`config.mk`:
```
export PLATFORM = sky130hd
export DESIGN_NAME = pipe_hazard_ctrl
export DESIGN_NICKNAME = d
export VERILOG_FILES = /design/src/rtl/pipe_hazard_ctrl.sv
export SDC_FILE = /design/constraint.sdc
export NUM_CORES = 1
export LEC_CHECK = 0
export ABC_AREA = 1
export CORE_MARGIN = 2
export CORE_UTILIZATION = 64
export CTS_CLUSTER_DIAMETER = 150
export DETAILED_ROUTE_END_ITERATION = 7
export DONT_BUFFER_PORTS = 1
export PLACE_DENSITY = 0.77
export SLEW_MARGIN = 20
export SYNTH_ARGS = -nofsm -noshare
export SYNTH_HDL_FRONTEND = slang
export SYNTH_SLANG_ARGS = --single-unit
export TNS_END_PERCENT = 20
```
`constraint.sdc`:
```
create_clock -name clk -period 1.95 [get_ports clk]
set_clock_uncertainty 0.2 [all_clocks]
set_input_delay 0.195 -clock clk [delete_from_list [all_inputs] [get_ports clk]]
set_output_delay 0.195 -clock clk [all_outputs]
set_load 0.01 [all_outputs]
```
`src/rtl/pipe_hazard_ctrl.sv`:
```
// pipe_hazard_ctrl: hazard and stall controller for the five-stage RV32I pipeline.
// Produces pipeline-register enables, flush and bubble controls, registered
// EX operand forwarding selects, a sticky memory-wait timeout flag and a
// saturating count of cycles in which the PC did not advance.
module pipe_hazard_ctrl #(
    parameter int unsigned MEM_TIMEOUT = 255,
    parameter int unsigned CNT_W       = 16
) (
    input  logic             clk,
    input  logic             rst_n,
    input  logic             id_valid,
    input  logic [4:0]       id_rs1,
    input  logic [4:0]       id_rs2,
    input  logic             id_use_rs1,
    input  logic             id_use_rs2,
    input  logic [4:0]       id_rd,
    input  logic             id_reg_we,
    input  logic             id_is_load,
    input  logic             ex_branch_taken,
    input  logic             mem_req,
    input  logic             mem_ack,
    output logic             pc_en,
    output logic             ifid_en,
    output logic             ifid_flush,
    output logic             idex_bubble,
    output logic             exmem_en,
    output logic [1:0]       fwd_a,
    output logic [1:0]       fwd_b,
    output logic             mem_timeout,
    output logic [CNT_W-1:0] stall_cnt
);

    localparam logic [1:0]  FWD_RF     = 2'b00;
    localparam logic [1:0]  FWD_EXMEM  = 2'b01;
    localparam logic [1:0]  FWD_MEMWB  = 2'b10;
    localparam logic [15:0] WAIT_LIMIT = 16'(MEM_TIMEOUT);

    typedef enum logic {ST_RUN = 1'b0, ST_WAIT = 1'b1} mem_state_t;

    mem_state_t  state;
    mem_state_t  state_nxt;
    logic [15:0] wait_cnt;
    logic [15:0] wait_cnt_nxt;

    // Shadow copies of the destination fields of the instructions in EX and MEM
    logic [4:0]  ex_rd;
    logic        ex_we;
    logic        ex_ld;
    logic [4:0]  mem_rd;
    logic        mem_we;

    logic        freeze;
    logic        load_use;
    logic        kill_id;
    logic [1:0]  fwd_a_nxt;
    logic [1:0]  fwd_b_nxt;

    // The youngest in-flight producer wins; x0 is never a real producer.
    function automatic logic [1:0] fwd_sel(input logic [4:0] rs,
                                           input logic [4:0] e_rd, input logic e_we,
                                           input logic [4:0] m_rd, input logic m_we);
        logic [1:0] sel;
        sel = FWD_RF;
        if (e_we && (e_rd != 5'd0) && (rs == e_rd)) begin
            sel = FWD_EXMEM;
        end else if (m_we && (m_rd != 5'd0) && (rs == m_rd)) begin
            sel = FWD_MEMWB;
        end
        return sel;
    endfunction

    assign freeze    = mem_req & ~mem_ack;
    assign load_use  = id_valid & ex_ld & ex_we & (ex_rd != 5'd0) &
                       ((id_use_rs1 & (id_rs1 == ex_rd)) | (id_use_rs2 & (id_rs2 == ex_rd)));
    // Branch flush and load-use stall both replace the ID instruction with a NOP in EX
    assign kill_id   = ex_branch_taken | load_use;
    assign fwd_a_nxt = fwd_sel(id_rs1, ex_rd, ex_we, mem_rd, mem_we);
    assign fwd_b_nxt = fwd_sel(id_rs2, ex_rd, ex_we, mem_rd, mem_we);

    // Memory-wait state, wait counter and sticky timeout flag
    always_ff @(posedge clk or negedge rst_n) begin
        if (!rst_n) begin
            state       <= ST_RUN;
            wait_cnt    <= 16'd0;
            mem_timeout <= 1'b0;
        end else begin
            state    <= state_nxt;
            wait_cnt <= wait_cnt_nxt;
            if ((state_nxt == ST_WAIT) && (wait_cnt_nxt == WAIT_LIMIT)) begin
                mem_timeout <= 1'b1;
            end
        end
    end

    // Next memory-wait state; the counter holds the length of the current wait
    always_comb begin
        state_nxt    = state;
        wait_cnt_nxt = wait_cnt;
        case (state)
            ST_RUN: begin
                if (freeze) begin
                    state_nxt    = ST_WAIT;
                    wait_cnt_nxt = 16'd1;
                end else begin
                    wait_cnt_nxt = 16'd0;
                end
            end
            ST_WAIT: begin
                if (freeze) begin
                    if (wait_cnt != 16'hFFFF) begin
                        wait_cnt_nxt = wait_cnt + 16'd1;
                    end
                end else begin
                    state_nxt    = ST_RUN;
                    wait_cnt_nxt = 16'd0;
                end
            end
            default: begin
                state_nxt    = ST_RUN;
                wait_cnt_nxt = 16'd0;
            end
        endcase
    end

    // Pipeline controls by priority: reset, memory freeze, branch flush, load-use, advance
    always_comb begin
        pc_en       = 1'b1;
        ifid_en     = 1'b1;
        ifid_flush  = 1'b0;
        idex_bubble = 1'b0;
        exmem_en    = 1'b1;
        if (!rst_n) begin
            pc_en       = 1'b0;
            ifid_en     = 1'b0;
            ifid_flush  = 1'b1;
            idex_bubble = 1'b1;
            exmem_en    = 1'b0;
        end else if (freeze) begin
            pc_en    = 1'b0;
            ifid_en  = 1'b0;
            exmem_en = 1'b0;
        end else if (ex_branch_taken) begin
            ifid_flush  = 1'b1;
            idex_bubble = 1'b1;
        end else if (load_use) begin
            pc_en       = 1'b0;
            ifid_en     = 1'b0;
            idex_bubble = 1'b1;
        end
    end

    // Shadow pipeline and forwarding selects advance whenever the pipe is not frozen
    always_ff @(posedge clk or negedge rst_n) begin
        if (!rst_n) begin
            ex_rd  <= 5'd0;
            ex_we  <= 1'b0;
            ex_ld  <= 1'b0;
            mem_rd <= 5'd0;
            mem_we <= 1'b0;
            fwd_a  <= FWD_RF;
            fwd_b  <= FWD_RF;
        end else if (!freeze) begin
            mem_rd <= ex_rd;
            mem_we <= ex_we;
            if (kill_id) begin
                ex_rd <= 5'd0;
                ex_we <= 1'b0;
                ex_ld <= 1'b0;
                fwd_a <= FWD_RF;
                fwd_b <= FWD_RF;
            end else begin
                ex_rd <= id_rd;
                ex_we <= id_reg_we & id_valid;
                ex_ld <= id_is_load & id_valid;
                fwd_a <= fwd_a_nxt;
                fwd_b <= fwd_b_nxt;
            end
        end
    end

    // Saturating count of cycles in which the PC is held
    always_ff @(posedge clk or negedge rst_n) begin
        if (!rst_n) begin
            stall_cnt <= '0;
        end else if (!pc_en && (stall_cnt != {CNT_W{1'b1}})) begin
            stall_cnt <= stall_cnt + {{(CNT_W-1){1'b0}}, 1'b1};
        end
    end

endmodule
```
==> impl_metrics.csv <==
group,metric,value,unit
status,outcome,"finished, violations left",
status,violations,"negative setup slack",
logic_synthesis,synth_top_area_share,0.403,
power_and_ir_drop,p_comb_frac,0.226,
worst_setup_path,ff2ff_setup_slack,0.01,ns
clock_tree,cts_sinks,51,
clock_tree,clock-root-buffer,"clkbuf_8",
drt,wire_per_inst,14.9,um
global_route,grt_usage,0.314,
sta,setup_ws,-0.0705,ns
sta,timing.slew.headroom,0.741,
global_route,gr-total-overflow,0,
global_route,first_global_vias,2966,
logic_synthesis,yosys_register_bits,51,
logic_synthesis,syn_area,3170,sq um
final_layout,drive_above_1_share,0.161,
drt,vias_per_cell,5.59,
clock_tree,cts.path.max_buffers,2,
min_path,hold_path.startpoint,"mem_ack",
sta,fin_hold_ws,0.00232,ns
power_and_ir_drop,p_total,2.38,mW
final_layout,fin_nets,518,
placement,hpwlAfterDp,5550,um
logic_synthesis,ys_seq_area_frac,0.403,
clock_tree,clock_latency,0.32,ns
worst_setup_path,endpoint_kind,"primary output",
worst_setup_path,cpMostUsedCell,"nand2_2",
min_path,holdPathEnd,"mem_we",
drt,dr.pass1.iters,5,
logic_synthesis,synth_top_cell_by_area,"dfrtp_1",
final_layout,layout.cells.non_filler,559,
final_layout,diodes,0,
sta,max_freq,0.495,GHz
worst_setup_path,timing.rr.start,"wait_cnt[0]",
sta,worst-slew-pin-transition,0.385,ns
sta,slew_viol_final,0,
worst_setup_path,crit_path_max_fanout,4,
worst_setup_path,cp_num_buf_inv,0,
floorplanning,io_pins,51,
drt,drtIter0Drc,184,
global_route,grt_max_degree,52,
clock_tree,cts_tree,"done",
worst_setup_path,crit_start,"ex_rd[1]",
worst_setup_path,path_class,"register to primary output",
clock_tree,cts_buffers,5,
floorplanning,die_w,74.4,um
sta,period_minus_slack,2.02,ns
worst_setup_path,rr_worst_depth,11,
placement,gp_congestion,0.884,
logic_synthesis,syn_nets,474,
placement,io_buffers,0,
drt,drc_errors,0,
global_route,grt_pass1_wl,13100,um
drt,vias,3124,
run,maxCapViolCount,0,
clock_tree,path_clk_slew,0.10,ns
sta,timing.final.crit_share,1.04,
global_route,antenna_found_initial,0,
min_path,hold_path_class,"input port to register",
power_and_ir_drop,power_frac_clock,0.260,
power_and_ir_drop,p_switching,780,uW
power_and_ir_drop,power_density,627,nW/um^2
worst_setup_path,slowest_stage,"dfrtp_1",
final_layout,area_delta_synth_final,19.9,%
drt,postRouteAntennaNets,0,
floorplanning,die-area,5530,sq um
floorplanning,row_count,25,
worst_setup_path,start_kind,"register",
worst_setup_path,cp.required,1.55,ns
worst_setup_path,slowest_delay,0.44,ns
power_and_ir_drop,power_frac_seq,0.514,
worst_setup_path,cp.arrival,1.63,ns
logic_synthesis,ys_types,32,
power_and_ir_drop,ir_worst_vdd,0.468,mV
worst_setup_path,r2r-end,"mem_timeout",
logic_synthesis,synthTopCellsByArea,"dfrtp_1, nand2_1, nand3_1, inv_1, nor2_1",
power_and_ir_drop,p_int,1.60,mW
worst_setup_path,crit_chain,"xor2_1 > nor2_1 > nand3_2 > o21ai_2 > nand2_1 > nand2_2 > nand2_2 > nand2_2",
power_and_ir_drop,sw_frac_of_total,0.327,
floorplanning,initial_core_util,0.667,
final_layout,final_core_util,0.800,
clock_tree,h-tree-depth,2,
sta,finalHoldViolations,0,
placement,place_inst,530,
sta,rsz0062_at_grt,"yes",
min_path,hold_depth,4,
sta,finalSetupViolCount,3,
worst_setup_path,critPathTopFamily,"simple AND/OR/NAND/NOR gates",
logic_synthesis,yosys_warnings,0,
drt,routed_wl,8330,um
power_and_ir_drop,cellLeakagePower,1.97,nW
logic_synthesis,netlist_instances,447,
floorplanning,core,4750,sq um
floorplanning,fp.dieH,74.4,um
logic_synthesis,postSynthAreaPerCell,7.09,sq um
routing by layer:
metal	vias up	track usage	routed length [um]
met3	22	0.0745	574
met4	0	0.129	219
met2	116	0.551	4220
met5	-	0	0
met1	1474	0.370	3320
li1	1512	-	-
power groups by stage:
stage,Combinational (mW),Clock (mW),Sequential [mW]
4_1_cts,0.484,0.622,1.22
6_report,0.538,0.620,1.23
5_1_grt,0.595,0.667,1.23
3_5_place_dp,0.421,0,1.24
3_3_place_gp,0.404,0,1.24
2_1_floorplan,0.262,0,1.25
worst max-delay path by stage:
stage                  endpoint  slack [ns]  cells past startpoint
finish              idex_bubble       -0.07                      8
global route        idex_bubble       -0.15                      8
CTS                 idex_bubble       -0.05                     10
detailed placement  mem_timeout       -0.07                     13
global placement    mem_timeout       0.009                     13
floorplan                 pc_en        0.06                      9
tightest hold or removal path, stage by stage:
cell	delay [ns]
nor2_1	0.05
buf_4	0.15
nand2_1	0.05
nand2_1	0.05
cell usage in the layout, fill, tap and decap left out, types with 2 or more instances in the layout:
master           n
nand2_1        135
inv_1           52
dfrtp_1         50
nor2_1          44
nand3_1         43
buf_4           31
o21ai_0         18
xor2_1          15
nand4_1         13
dlygate4sd3_1   11
xnor2_1         10
nand2_2          7
nor2_2           6
nand3_2          5
nor3_1           5
o22ai_1          5
clkbuf_8         5
inv_2            4
or2_2            4
a21oi_1          3
nand2_4          2
nand2_8          2
nand3b_1         2
o21ai_1          2
clkinvlp_4       2
flip-flops by register name, summed over array words and instances, names as in the netlist:
name,count
fwd_b,2
mem_rd,5
wait_cnt,16
mem_we,1
ex_we,1
ex_ld,1
stall_cnt,16
state,1
mem_timeout,1
ex_rd,5
fwd_a,2
layout make-up:
class | instances | area (sq um)
multi-input cells | 330 | 1700
flip-flops and latches | 51 | 1280
fillers | 342 | 952
repair buffers | 47 | 442
inverters | 56 | 210
well taps | 67 | 83.8
clock buffers | 5 | 68.8
clock inverters | 3 | 20.0
per-stage QoR:
stage	setup slack [ns]	setup TNS, ns	area, sq um
2_1_floorplan	0.0564	0	3170
3_3_place_gp	0.00923	0	3390
4_1_cts	-0.0527	-0.111	3670
6_report	-0.0705	-0.207	3800
3_5_place_dp	-0.0678	-0.0678	3390
5_1_grt	-0.149	-0.874	3800
synth_stat cells, drive strengths merged:
| master | instances |
|---|---|
| a211oi | 1 |
| a21oi | 3 |
| a31oi | 1 |
| buf | 10 |
| clkbuf | 1 |
| dfrtp | 51 |
| ha | 2 |
| inv | 56 |
| nand2 | 145 |
| nand3 | 48 |
| nand3b | 2 |
| nand4 | 14 |
| nor2 | 50 |
| nor3 | 5 |
| nor4 | 1 |
| o211ai | 1 |
| o21ai | 21 |
| o21bai | 1 |
| o22ai | 5 |
| or2 | 4 |
| xnor2 | 10 |
| xor2 | 15 |
kinds of logic after synthesis:
logic type / after synthesis / synth area share
AND/OR/NAND/NOR: 269 / 0.374
buffers and inverters: 67 / 0.0884
flip-flops: 51 / 0.403
AO/OA/AOI/OAI: 33 / 0.0580
XOR/XNOR: 25 / 0.0691
adder cells (fa/ha/maj): 2 / 0.00789
repair_timing:
item,4_1_cts,5_1_grt
endpoints found under the hold margin,60,0
hold buffers,12,0
gates resized for setup,8,21
endpoints found under the setup margin,4,27
gates cloned,0,2
setup buffers,6,1
pin swaps,8,14
Power figures use the tool's default switching activity.
==> patch 1, RTL diff (same flow settings) <==
Change the parameter `CNT_W` from 16 to 14.
--- a/src/rtl/pipe_hazard_ctrl.sv
+++ b/src/rtl/pipe_hazard_ctrl.sv
@@ -4,7 +4,7 @@
 // saturating count of cycles in which the PC did not advance.
 module pipe_hazard_ctrl #(
     parameter int unsigned MEM_TIMEOUT = 255,
-    parameter int unsigned CNT_W       = 16
+    parameter int unsigned CNT_W       = 14
 ) (
     input  logic             clk,
     input  logic             rst_n,
Ports: changed (resized stall_cnt); port bits go from 51 to 49. The function was not compared with the original's and may differ.
==> patch 1 against the original RTL <==
- the run still ends with negative setup slack left
- first-iteration DRC count down 9.2%
- non-clock buffer count unchanged
- sequential cell count decreased by 2
- area after synthesis decreased by 4.1%
- total power fell by 3.0%
- wire length shrank 4.3%
- setup slack lost 0.0076 ns
- sequential power is 7% lower
- via count decreased by 5.3%
- cell area decreased by 2.8%
- die area fell by 3.8%
==> patch 1: results (changes against the original RTL) <==
number of synthesized register bits: 49 (was 51)
area of the core: 0.00466 mm^2 (was 0.00475 mm^2)
buffering overhead: 11.8% (was 11.6%)
Area after DPL: 0.00325 mm^2 (was 0.00339 mm^2)
CP max FO: 3 (was 4)
sequential-to-total area share from yosys stat: 40.3% (about the same)
met2 WL: 3.98 mm (was 4.22 mm)
detailed-route via count: 2,958 (was 3,124)
footprint of the multi-input gates: 0.00165 mm^2 (was 0.00170 mm^2)
syn_area_per_cell: 7.17 um^2 (was 7.09 um^2)
hpwl dp: 5.28 mm (was 5.55 mm)
pre-CTS setup slack: 0.0240 ns (was -0.0678 ns)
failing checks: negative setup slack (unchanged)
Hold Buf Count CTS: 14 (was 12)
setup violators final: 3 (unchanged)
outcome: finished with violations (unchanged)
Post-Synth Adder-Cell Area: 0.823% (was 0.789%)
overall global routing resource usage: 31.2% (was 31.4%)
post-route worst setup slack: -0.0781 ns (was -0.0705 ns)
met2 usage: 53.1% (was 55.1%)
synth cell count leaders: nand2_1 (125), inv_1 (52), dfrtp_1 (49), nand3_1 (45), nor2_1 (36) (was nand2_1 (142), inv_1 (55), dfrtp_1 (51), nor2_1 (46), nand3_1 (45))
power in the clock group: 0.000618 W (was 0.000620 W)
met1 usage: 38.3% (was 37.0%)
Area contributors post-synth: dfrtp_1 (40%), nand2_1 (15%), nand3_1 (7.4%), inv_1 (6.4%), xor2_1 (5.5%) (was dfrtp_1 (40%), nand2_1 (17%), nand3_1 (7.1%), inv_1 (6.5%), nor2_1 (5.4%))
GR Util met3: 6.35% (was 7.45%)
Setup Buffers After CTS: 5 (was 6)
unique cell type count in the Yosys netlist: 34 (was 32)
wl on met1: 3.31 mm (was 3.32 mm)
DRT iter0 DRCs: 167 (was 184)
register area: 0.00123 mm^2 (was 0.00128 mm^2)
post-CTS sizing: 7 (was 8)
Via-to-Cell Ratio: 5.63 (was 5.59)
Seq/total area: 33.2% (was 33.6%)
Synth Area in Compound Gates: 6.01% (was 5.80%)
Clock-cell share: 2.37% (was 2.34%)
largest net degree at the start of global routing: 50 (was 52)
TNS Setup: -0.227 ns (was -0.207 ns)
Placed Instances: 494 (was 530)
WL per Instance: 15.2 um (was 14.9 um)
Largest regs: wait_cnt: 16 flops, stall_cnt: 14 flops (was stall_cnt: 16 flops, wait_cnt: 16 flops)
inverters: 60 (was 56)
largest vdd supply drop: 0.746 mV (was 0.468 mV)
-- patch 1: worst paths after layout --
check | start | to | slack (ns) | cells past startpoint
worst max-delay path | ex_rd[4]$_DFFE_PN0N_ | pc_en | -0.08 | 8
worst min-delay path | id_rs2[1] | fwd_b[1]$_DFFE_PN0N_ | 0.02 | 4
min in group asynchronous | rst_n | wait_cnt[3]$_DFF_PN0_ | 0.18 | 2
worst min register to register | state$_DFF_PN0_ | wait_cnt[0]$_DFF_PN0_ | 0.30 | 1
worst max register to register | stall_cnt[1]$_DFFE_PN0P_ | stall_cnt[11]$_DFFE_PN0P_ | 0.02 | 8
max in group asynchronous | rst_n | stall_cnt[1]$_DFFE_PN0P_ | 1.14 | 2
-- patch 1: tightest hold or removal path, cell delays in order --
cell and delay, ns:
xnor2_1 0.04, nand4_1 0.08, or2_2 0.10, o21ai_0 0.07
==> patch 2, RTL diff (same flow settings) <==
Made on the original files. Reset style: synchronous (`rst_n`), changed in 3 clocked blocks.
--- a/src/rtl/pipe_hazard_ctrl.sv
+++ b/src/rtl/pipe_hazard_ctrl.sv
@@ -78,7 +78,7 @@
     assign fwd_b_nxt = fwd_sel(id_rs2, ex_rd, ex_we, mem_rd, mem_we);
 
     // Memory-wait state, wait counter and sticky timeout flag
-    always_ff @(posedge clk or negedge rst_n) begin
+    always_ff @(posedge clk) begin
         if (!rst_n) begin
             state       <= ST_RUN;
             wait_cnt    <= 16'd0;
@@ -150,7 +150,7 @@
     end
 
     // Shadow pipeline and forwarding selects advance whenever the pipe is not frozen
-    always_ff @(posedge clk or negedge rst_n) begin
+    always_ff @(posedge clk) begin
         if (!rst_n) begin
             ex_rd  <= 5'd0;
             ex_we  <= 1'b0;
@@ -179,7 +179,7 @@
     end
 
     // Saturating count of cycles in which the PC is held
-    always_ff @(posedge clk or negedge rst_n) begin
+    always_ff @(posedge clk) begin
         if (!rst_n) begin
             stall_cnt <= '0;
         end else if (!pc_en && (stall_cnt != {CNT_W{1'b1}})) begin
Formal check against the unedited RTL: differs if rst_n is asserted again (counterexample within 4 cycles, from zero or initial values and one cycle with rst_n low); with rst_n held inactive, the same outputs for 4 cycles.
==> patch 2 against the original RTL <==
- the flow still finishes with violations (negative setup slack)
- worst hold slack gained 0.011 ns
- highest routed layer unchanged
- via count shrank 1.5%
- count of clock-buffer cells in the layout grew 2
- setup slack lost 0.10 ns
- critical endpoint unchanged
- largest cell class unchanged
- area after synthesis shrank 3.6%
- cell area shrank 1.5%
- first-iteration DRC count shrank 16%
- wire length shrank 4.2%
- sequential cell count is the same
- critical path type unchanged
- utilization grew 0.35 points
Power is not compared: it rests on default switching activity, and its combinational part moved more than twofold at a synthesized area within 25%.
==> patch 2: results (changes against the original RTL) <==
hold path depth: 5 (was 4)
met3 wire length: 364 um (was 574 um)
critical path arrival: 1.73 ns (was 1.63 ns)
FFs w/ async S/R, synth: 0% (was 100%)
post-CTS sizing: 11 (was 8)
bufs w/o clock: 45 (was 47)
failing checks: negative setup slack (unchanged)
RR Endpoint: stall_cnt[0]$_SDFFE_PN0P_ (was mem_timeout$_DFFE_PN0P_)
met2 WL: 4.09 mm (was 4.22 mm)
register area: 0.00105 mm^2 (was 0.00128 mm^2)
met2 usage: 53.0% (was 55.1%)
synth cell count leaders: nand2_1 (107), nand3_1 (60), inv_1 (56), nor2_1 (56), dfxtp_1 (51) (was nand2_1 (142), inv_1 (55), dfrtp_1 (51), nor2_1 (46), nand3_1 (45))
DRT iter0 DRCs: 154 (was 184)
Hold Buf Count CTS: 11 (was 12)
placer congestion estimate: 0.904 (was 0.884)
GR Util met3: 5.80% (was 7.45%)
layout cells sized above 1: 24.5% (was 16.1%)
Post-Layout Cell Count: 556 (was 559)
Setup Buffers After CTS: 2 (was 6)
overall global routing resource usage: 29.4% (was 31.4%)
setup violators final: 3 (unchanged)
Crit Reg-Reg Startpoint: stall_cnt[0]$_SDFFE_PN0P_ (was wait_cnt[0]$_DFF_PN0_)
clk_lat worst skew: 0.30 ns (was 0.32 ns)
unique cell type count in the Yosys netlist: 36 (was 32)
vias in the first global route: 2,898 (was 2,966)
hpwl dp: 5.47 mm (was 5.55 mm)
post-route worst setup slack: -0.173 ns (was -0.0705 ns)
sequential-to-total area share from yosys stat: 33.4% (was 40.3%)
Worst Reg-to-Reg Cells: 9 (was 11)
inverters: 60 (was 56)
TNS Setup: -0.349 ns (was -0.207 ns)
Post-Synth Adder-Cell Area: 0.819% (was 0.789%)
Area after DPL: 0.00327 mm^2 (was 0.00339 mm^2)
total wire length: 7.98 mm (was 8.33 mm)
Syn Nets: 488 (was 474)
Area contributors post-synth: dfxtp_1 (33%), nand2_1 (13%), nand3_1 (9.8%), inv_1 (6.9%), nor2_1 (6.9%) (was dfrtp_1 (40%), nand2_1 (17%), nand3_1 (7.1%), inv_1 (6.5%), nor2_1 (5.4%))
Rel. slew slack: 60.2% (was 74.1%)
critical path startpoint: ex_rd[3]$_SDFFE_PN0N_ (was ex_rd[1]$_DFFE_PN0N_)
Crit path largest cell delay: 0.36 ns (was 0.44 ns)
footprint of the multi-input gates: 0.00192 mm^2 (was 0.00170 mm^2)
outcome: finished with violations (unchanged)
pre-CTS setup slack: -0.00256 ns (was -0.0678 ns)
global-route wire length before repair: 12.4 mm (was 13.1 mm)
comb_multi_in: 338 (was 330)
Synth Instances: 461 (was 447)
layout net count: 528 (was 518)
buffering overhead: 10.1% (was 11.6%)
Synth Area in Compound Gates: 7.74% (was 5.80%)
Tap Count: 54 (was 67)
largest net degree at the start of global routing: 31 (was 52)
wl on met1: 3.32 mm (about the same)
Clock-cell share: 2.77% (was 2.34%)
met1 usage: 33.9% (was 37.0%)
==> patch 2: cell types whose count changed in the layout (fill, tap and decap cells not counted), sizes merged, moves of 6 or more <==
cell	delta
dfrtp	-51
dfxtp	+51
nand2	-34
a21oi	+15
nand3	+13
nor2	+9
xor2	+8
nor3	+6
==> patch 2: worst min-delay path by stage <==
stage / start / endpoint / slack, ns
after floorplan: rst_n / stall_cnt[0]$_SDFFE_PN0P_ / 0.11
after global placement: rst_n / stall_cnt[0]$_SDFFE_PN0P_ / 0.11
after detailed placement: rst_n / stall_cnt[0]$_SDFFE_PN0P_ / 0.12
after CTS: id_rs2[0] / fwd_b[1]$_SDFFE_PN0N_ / 0.007
after global routing: mem_ack / wait_cnt[10]$_SDFF_PN0_ / 0.04
final: mem_ack / wait_cnt[10]$_SDFF_PN0_ / 0.01
==> patch 2: report_power, final <==
group          total (W)  internal, W  switching (W)
clock           0.000669     0.000323       0.000346
sequential       0.00107      0.00106      0.0000158
combinational   0.000212    0.0000904       0.000122
